`src/rtl/vga_pkg.sv`:
```
// Shared VGA timing and framebuffer constants, plus the write-buffer types
// used by the VRAM access scheduler.
package vga_pkg;

    localparam int H_VISIBLE = 640;
    localparam int V_VISIBLE = 480;
    localparam int H_TOTAL   = 800;
    localparam int V_TOTAL   = 525;
    localparam int FB_W      = 160;
    localparam int FB_H      = 120;
    localparam int ADDR_W    = 15;
    localparam int DATA_W    = 4;

    typedef enum logic {WB_EMPTY, WB_PENDING} wbuf_state_t;
    typedef logic [DATA_W-1:0] colour_t;

endpackage

```
`src/rtl/vram_access_sched_if.sv`:
```
// Game-logic write channel into the framebuffer scheduler.
// The game side is the master; the scheduler is the slave and owns wr_ready.
interface vram_access_sched_if #(
    parameter int ADDR_W = vga_pkg::ADDR_W,
    parameter int DATA_W = vga_pkg::DATA_W
);
    logic              wr_valid;
    logic [ADDR_W-1:0] wr_addr;
    logic [DATA_W-1:0] wr_data;
    logic              wr_ready;

    modport master (output wr_valid, wr_addr, wr_data, input  wr_ready);
    modport slave  (input  wr_valid, wr_addr, wr_data, output wr_ready);
endinterface

```
`src/rtl/fb_addr_calc.sv`:
```
// Screen cell -> framebuffer word address: fb_row * FB_W + fb_col.
// The constant multiply is built as a sum of shifted copies of fb_row,
// one per set bit of FB_W (for 160 that is <<7 + <<5), so no multiplier.
module fb_addr_calc #(
    parameter int ADDR_W = 15,
    parameter int FB_W   = 160
)(
    input  logic [7:0]        fb_col,
    input  logic [7:0]        fb_row,
    output logic [ADDR_W-1:0] addr
);
    logic [ADDR_W-1:0] row_w;
    logic [ADDR_W-1:0] col_w;
    logic [ADDR_W-1:0] row_scaled;

    assign row_w = ADDR_W'(fb_row);
    assign col_w = ADDR_W'(fb_col);

    // Shift-add constant multiply of the row index by FB_W
    always_comb begin
        row_scaled = '0;
        for (int b = 0; b < ADDR_W; b++) begin
            if (FB_W[b]) row_scaled = row_scaled + (row_w << b);
        end
    end

    assign addr = row_scaled + col_w;
endmodule

```
`src/rtl/vram_access_sched.sv`:
```
// Arbitrates the single-port framebuffer RAM between display scan-out and
// game writes. Scan-out owns the RAM whenever valid=1; a single game write
// is held in a one-entry buffer and committed on the first blanking cycle.
// Also delays the timing strobes by one cycle to line up with RAM read data,
// and generates a once-per-frame tick plus a frame counter.
module vram_access_sched
    import vga_pkg::*;
#(
    parameter int ADDR_W   = vga_pkg::ADDR_W,
    parameter int DATA_W   = vga_pkg::DATA_W,
    parameter int FB_W     = vga_pkg::FB_W,
    parameter int V_ACTIVE = vga_pkg::V_VISIBLE
)(
    input  logic              clk,
    input  logic              reset,
    input  logic [9:0]        col_count,
    input  logic [9:0]        row_count,
    input  logic              valid,
    input  logic              hsync_in,
    input  logic              vsync_in,
    vram_access_sched_if.slave wr,
    output logic [ADDR_W-1:0] mem_addr,
    output logic              mem_we,
    output logic [DATA_W-1:0] mem_wdata,
    output logic              pix_valid,
    output logic              hsync_out,
    output logic              vsync_out,
    output logic              frame_tick,
    output logic [7:0]        frame_cnt
);
    typedef struct packed {
        logic [ADDR_W-1:0] addr;
        logic [DATA_W-1:0] data;
    } wr_entry_t;

    wbuf_state_t       state;
    wr_entry_t         held;
    logic [ADDR_W-1:0] disp_addr;
    logic              commit;
    logic              accept;
    logic              frame_hit;

    // Four screen pixels per framebuffer cell in each direction
    fb_addr_calc #(
        .ADDR_W (ADDR_W),
        .FB_W   (FB_W)
    ) u_addr (
        .fb_col (col_count[9:2]),
        .fb_row (row_count[9:2]),
        .addr   (disp_addr)
    );

    // Any blanking cycle drains the buffer; scan-out is never interrupted.
    // wr_ready is combinational on valid so a slot freed by this cycle's
    // commit can be refilled in the same cycle.
    assign commit      = (state == WB_PENDING) && !valid;
    assign wr.wr_ready = (state == WB_EMPTY) || commit;
    assign accept      = wr.wr_valid && wr.wr_ready;
    assign frame_hit   = (row_count == 10'(V_ACTIVE)) && (col_count == 10'd0);

    // RAM port mux: commit > scan-out read > idle at address 0
    always_comb begin
        mem_we    = 1'b0;
        mem_addr  = '0;
        mem_wdata = '0;
        if (commit) begin
            mem_we    = 1'b1;
            mem_addr  = held.addr;
            mem_wdata = held.data;
        end else if (valid) begin
            mem_addr  = disp_addr;
        end
    end

    // Write buffer FSM: a same-cycle accept overwrites the entry being committed
    always_ff @(posedge clk) begin
        if (reset) begin
            state <= WB_EMPTY;
            held  <= '0;
        end else if (accept) begin
            state <= WB_PENDING;
            held  <= '{addr: wr.wr_addr, data: wr.wr_data};
        end else if (commit) begin
            state <= WB_EMPTY;
        end
    end

    // One-cycle copies of the timing strobes, aligned with RAM read data
    always_ff @(posedge clk) begin
        if (reset) begin
            pix_valid <= 1'b0;
            hsync_out <= 1'b1;
            vsync_out <= 1'b1;
        end else begin
            pix_valid <= valid;
            hsync_out <= hsync_in;
            vsync_out <= vsync_in;
        end
    end

    // Frame tick at the first vertical blanking pixel; counter moves with it
    always_ff @(posedge clk) begin
        if (reset) begin
            frame_tick <= 1'b0;
            frame_cnt  <= 8'd0;
        end else begin
            frame_tick <= frame_hit;
            if (frame_hit) frame_cnt <= frame_cnt + 8'd1;
        end
    end
endmodule

```
`src/flat_wrapper.sv`:
```
// flat-port wrapper written by rule: the top's interface ports become plain ports
module vram_access_sched_flat import vga_pkg::*;
#(
    parameter int ADDR_W   = vga_pkg::ADDR_W,
    parameter int DATA_W   = vga_pkg::DATA_W,
    parameter int FB_W     = vga_pkg::FB_W,
    parameter int V_ACTIVE = vga_pkg::V_VISIBLE
)
  (clk, reset, col_count, row_count, valid, hsync_in, vsync_in, mem_addr, mem_we, mem_wdata, pix_valid, hsync_out, vsync_out, frame_tick, frame_cnt, wr_wr_valid, wr_wr_addr, wr_wr_data, wr_wr_ready);
  vram_access_sched_if #(.ADDR_W(ADDR_W), .DATA_W(DATA_W)) wr_i ();
  input  logic clk;
  input  logic reset;
  input  logic [9:0] col_count;
  input  logic [9:0] row_count;
  input  logic valid;
  input  logic hsync_in;
  input  logic vsync_in;
  output logic [ADDR_W-1:0] mem_addr;
  output logic mem_we;
  output logic [DATA_W-1:0] mem_wdata;
  output logic pix_valid;
  output logic hsync_out;
  output logic vsync_out;
  output logic frame_tick;
  output logic [7:0] frame_cnt;
  input wire logic [$bits(wr_i.wr_valid)-1:0] wr_wr_valid;
  input wire logic [$bits(wr_i.wr_addr)-1:0] wr_wr_addr;
  input wire logic [$bits(wr_i.wr_data)-1:0] wr_wr_data;
  output wire logic [$bits(wr_i.wr_ready)-1:0] wr_wr_ready;
  assign wr_i.wr_valid = wr_wr_valid;
  assign wr_i.wr_addr = wr_wr_addr;
  assign wr_i.wr_data = wr_wr_data;
  assign wr_wr_ready = wr_i.wr_ready;
  vram_access_sched #(.ADDR_W(ADDR_W), .DATA_W(DATA_W), .FB_W(FB_W), .V_ACTIVE(V_ACTIVE)) u_core (.clk(clk), .reset(reset), .col_count(col_count), .row_count(row_count), .valid(valid), .hsync_in(hsync_in), .vsync_in(vsync_in), .wr(wr_i), .mem_addr(mem_addr), .mem_we(mem_we), .mem_wdata(mem_wdata), .pix_valid(pix_valid), .hsync_out(hsync_out), .vsync_out(vsync_out), .frame_tick(frame_tick), .frame_cnt(frame_cnt));
endmodule
```
`config.mk`:
```
export PLATFORM = sky130hd
export DESIGN_NAME = vram_access_sched_flat
export DESIGN_NICKNAME = d
export VERILOG_FILES = /design/src/rtl/vga_pkg.sv /design/src/rtl/vram_access_sched_if.sv /design/src/rtl/fb_addr_calc.sv /design/src/rtl/vram_access_sched.sv /design/src/flat_wrapper.sv
export SDC_FILE = /design/constraint.sdc
export NUM_CORES = 1
export LEC_CHECK = 0
export ABC_AREA = 1
export CAP_MARGIN = 0
export CELL_PAD_IN_SITES_DETAIL_PLACEMENT = 0
export CELL_PAD_IN_SITES_GLOBAL_PLACEMENT = 1
export CORE_ASPECT_RATIO = 0.7
export CORE_MARGIN = 2
export CORE_UTILIZATION = 32
export DETAILED_ROUTE_END_ITERATION = 8
export PLACE_DENSITY_LB_ADDON = 0.05
export SETUP_SLACK_MARGIN = 0.1
export SLEW_MARGIN = 30
export SYNTH_ARGS = -nofsm -noshare
export SYNTH_HDL_FRONTEND = slang
export SYNTH_SLANG_ARGS = --single-unit
```
`constraint.sdc`:
```
create_clock -name clk -period 6.64 [get_ports clk]
set_input_delay 1.328 -clock clk [delete_from_list [all_inputs] [get_ports clk]]
set_output_delay 1.328 -clock clk [all_outputs]
set_load 0.01 [all_outputs]
```
Word level (Yosys, flattened, before mapping)
Index checks and enable logic that the tools add are counted.
{"block": "op_classes", "n_addsub": 3, "eq_ne": 1, "n_mux": 6, "bitwise_logic": 1, "reduce_logical": 7}
{"op": "15-bit 2-to-1 mux", "count": 2}
{"op": "13-bit by 15-bit adder with 15-bit output", "count": 1}
{"op": "15-bit by 8-bit adder with 15-bit output", "count": 1}
{"op": "10-bit by 9-bit == test with 1-bit output, second input constant", "count": 1}
{"op": "10-bit logical NOT", "count": 1}
{"op": "8-bit by 1-bit adder with 8-bit output, second input constant", "count": 1}
{"op": "4-bit 2-to-1 mux", "count": 1}
{"op": "1-bit logical AND", "count": 3}
{"op": "1-bit 2-to-1 mux", "count": 3}
{"op": "2-bit nonzero test", "count": 1}
{"op": "1-bit logical NOT", "count": 1}
{"op": "1-bit logical OR", "count": 1}
{"op": "1-bit inverter", "count": 1}
{"block": "totals", "reg_bits": 32, "inputBits": 45, "out_inout_bits": 33, "word_cells": 26}

Longest topological paths before layout
{"block": "depth", "word_depth": 5, "depth_mapped": 12, "ltp_nobuf": 12}

Modules after synthesis
From an unflattened synthesis, not the netlist that was laid out.
{"block": "hier_totals", "cells_unflattened": 320, "hier_area_um2": 2205.9}
{"mod": "vram_access_sched", "n_inst": 1, "cells_per_inst": 228, "area_each_um2": 1626.6, "seq_area_each_um2": 640.6}
{"mod": "fb_addr_calc", "n_inst": 1, "cells_per_inst": 92, "area_each_um2": 579.3, "seq_area_each_um2": 0.0}

Least setup slack after synthesis
OpenSTA, ideal clock, no wires.
{"block": "synth_path", "path_type": "input -> output", "from": "input port col_count[9]", "to": "output port mem_addr[10]", "t_arrival_ps": 2973, "setup_slack_ps": 2339, "stages": 8, "n_path_buf": 0, "cell_sequence": "inv_1 -> fa_1 -> fa_1 -> inv_1 -> nand2_1 -> a21oi_1 -> xnor2_1 -> o21ai_0"}
{"block": "synth_via", "elab_chain_cells": 3}
{"item": "start, declared", "line": "flat_wrapper.sv:13", "source": "input logic [9:0] col_count;"}
{"item": "15-bit by 8-bit adder with 15-bit output", "line": "fb_addr_calc.sv:27", "source": "assign addr = row_scaled + col_w;"}
{"item": "15-bit 2-to-1 mux", "line": "vram_access_sched.sv:70", "source": "end else if (valid) begin"}
{"item": "15-bit 2-to-1 mux", "line": "vram_access_sched.sv:66", "source": "if (commit) begin"}
{"item": "end, declared", "line": "flat_wrapper.sv:18", "source": "output logic [ADDR_W-1:0] mem_addr;"}
No other way between the ends.

Worst setup path in the final report
{"block": "layout_path", "from": "input port col_count[9]", "to": "output port mem_addr[12]"}
Same word-level chain as after synthesis.

==> impl_metrics.toml <==
[worst_setup_path]
worstSetupPathType = "in2out"
end_kind = "output port"
critPathMaxFanout = 3
worst_setup_path_start_kind = "input port"
cp.required_ps = 5310
arrival_ps = 4090

[die]
initial_utilization_pct = 33.0
coreArea_sq_um = 6190
dieArea_sq_um = 7040
ios = 78
die_x_um = 99.4
rows = 24
die_h_um = 70.8

[synth]
postSynthCellCount = 309
synth_ff_type = "dfxtp_1"
syn_area_sq_um = 2040
synth_fp_nets = 372
synth_top_area_cell = "dfxtp_1"
ys_types = 28
synth_edf_count = 0
synth.ff_latch_count = 32
yosysSeqAreaShare_pct = 31.4
async_reset_ff_share_pct = 0
yosysWarnings = 0
avgSynthCellArea_sq_um = 6.60
synthMostInstantiatedCell = "nand2_1"
synth_top_area_share_pct = 31.4
yosys-top-cells-count = "nand2_1 (80), nor2_1 (54), inv_1 (37)"
synth_top_cells_by_area = "dfxtp_1 (31%), nand2_1 (15%), nor2_1 (9.9%)"

[layout]
fillers = 673
fin_nets = 449
area_growth_pct = 46.1
n_antenna_cell = 0
final_cells = 465
drive_above_1_share_pct = 5.43

[timing]
worst_pin_slew_ps = 552
fmaxAchievable_ghz = 0.185
tns_ps = 0
setup_viol = 0
relSlewSlack_pct = 63.1
final_max_slew_viol_count = 0
rsz0062_at_grt = "no"
clock_skew_ps = 2.25
fin_crit_sh_pct = 81.6
finalHoldViolations = 0
fin_crit_ps = 5420

[clock_tree]
cts_buffer_depth = 2
cts.sinks = 32
clk_pin_slew_worst_paths_ps = 70
cts_made_buffers = 5
ctsHtreeMaxLevel = 2
worst_skew_pair.late_latency_ps = 290
cts_tree = "built"
cts-resized-gates = 0
hold_buffers = 0
postCtsSetupBuffers = 0
root_buffer = "clkbuf_8"

[job]
cap_violations = 0

[placement]
dp.cells = 457
dp_hpwl_mm = 4.36
place_congestion = 0.788
io_buffers = 77

[power]
power_density_nw_per_um2 = 182
p_leak_nw = 1.34
ir_worst_vdd_mv = 0.0747

[drt]
routed_wl_mm = 5.52
ant_nets = 0
drtPass1Iterations = 4
vias = 2063
wl_per_cell_um = 11.9
drc = 0
via_per_inst = 4.44
drt_iter0_markers = 72

[outcome]
status = "completed"

[global_route]
grt_pass1_vias = 1881
antenna_found_initial = 0
grt_max_degree = 26
grt_overflow = 0
grt_usage_pct = 16.4
grt_pass1_wl_mm = 9.08

[hold_path]
hold_path_class = "reg2reg"
-- layout by cell type, fill, tap and decap left out, drive strengths merged, types with 5 or more instances in the layout --
cell            n
nand2          83
clkdlybuf4s50  77
nor2           57
inv            40
dfxtp          32
o21ai          25
a21oi          16
ha             16
nand3          15
a22o            5
clkbuf          5
-- where the power goes --
part	internal, mW	switching (mW)
clock	0.111	0.0790
combinational	0.0741	0.0715
sequential	0.202	0.00432
-- critical path, stage by stage --
cell,delay [ps]
clkdlybuf4s50_1,510
inv_1,70
fa_1,530
fa_1,420
inv_1,70
nand2_1,80
a21oi_1,200
nand2_1,100
nand3_1,80
nand3_1,70
nand2_1,90
clkdlybuf4s50_1,530
-- routing by layer --
metal | vias up | track usage, % | share of wire (%)
met5 | - | 0 | 0
met4 | 0 | 3.65 | 0.69
met3 | 5 | 6.42 | 7.8
met2 | 65 | 22.8 | 38
met1 | 864 | 23.8 | 54
li1 | 1129 | - | -
-- kinds of logic (layout without fill, tap and decap cells) --
logic type | after synthesis | count (layout) | synth area share, %
AO/OA/AOI/OAI | 47 | 47 | 12.6
XOR/XNOR | 4 | 4 | 1.72
adder cells (fa/ha/maj) | 18 | 18 | 11.8
buffers and inverters | 47 | 125 | 9.33
flip-flops | 32 | 32 | 31.4
AND/OR/NAND/NOR | 161 | 161 | 33.2
-- sequential cells by signal, indices dropped and copies added (netlist names) --
signal             flops
u_core.held           19
u_core.frame_cnt       8
u_core.frame_tick      1
u_core.hsync_out       1
u_core.pix_valid       1
u_core.state           1
u_core.vsync_out       1
-- final cells by class --
type                            count  area, sq um  area share (%)
Clock buffer                        5         68.8            2.31
Clock inverter                      3         42.5            1.43
Inverter                           40          150            5.04
Multi-Input combinational cell    230         1210            40.6
Sequential cell                    32          641            21.5
Tap cell                           78         97.6            3.28
Timing Repair Buffer               77          771            25.9
-- through the flow --
step	hold WS [ps]	total power [mW]	area, sq um	util (%)	setup slack [ps]
4_1_cts	461	0.551	2980	48.2	1220
6_report	454	0.542	2980	48.2	1220
3_3_place_gp	441	0.358	2870	46.4	1220
5_1_grt	481	0.578	2980	48.2	1000
2_1_floorplan	430	0.287	2040	-	2340
3_5_place_dp	450	0.358	2870	46.4	1230
-- final timing paths --
path              depth (start not counted)           start  slack [ps]               to
setup reg to reg                          5    u_core.state        5230  u_core.held[13]
hold / removal                            2  u_core.held[0]         450   u_core.held[0]
setup / recovery                         12    col_count[9]        1220     mem_addr[12]
hold reg to reg                           2  u_core.held[0]         450   u_core.held[0]
Note: power is estimated with default switching activity, not from simulation.
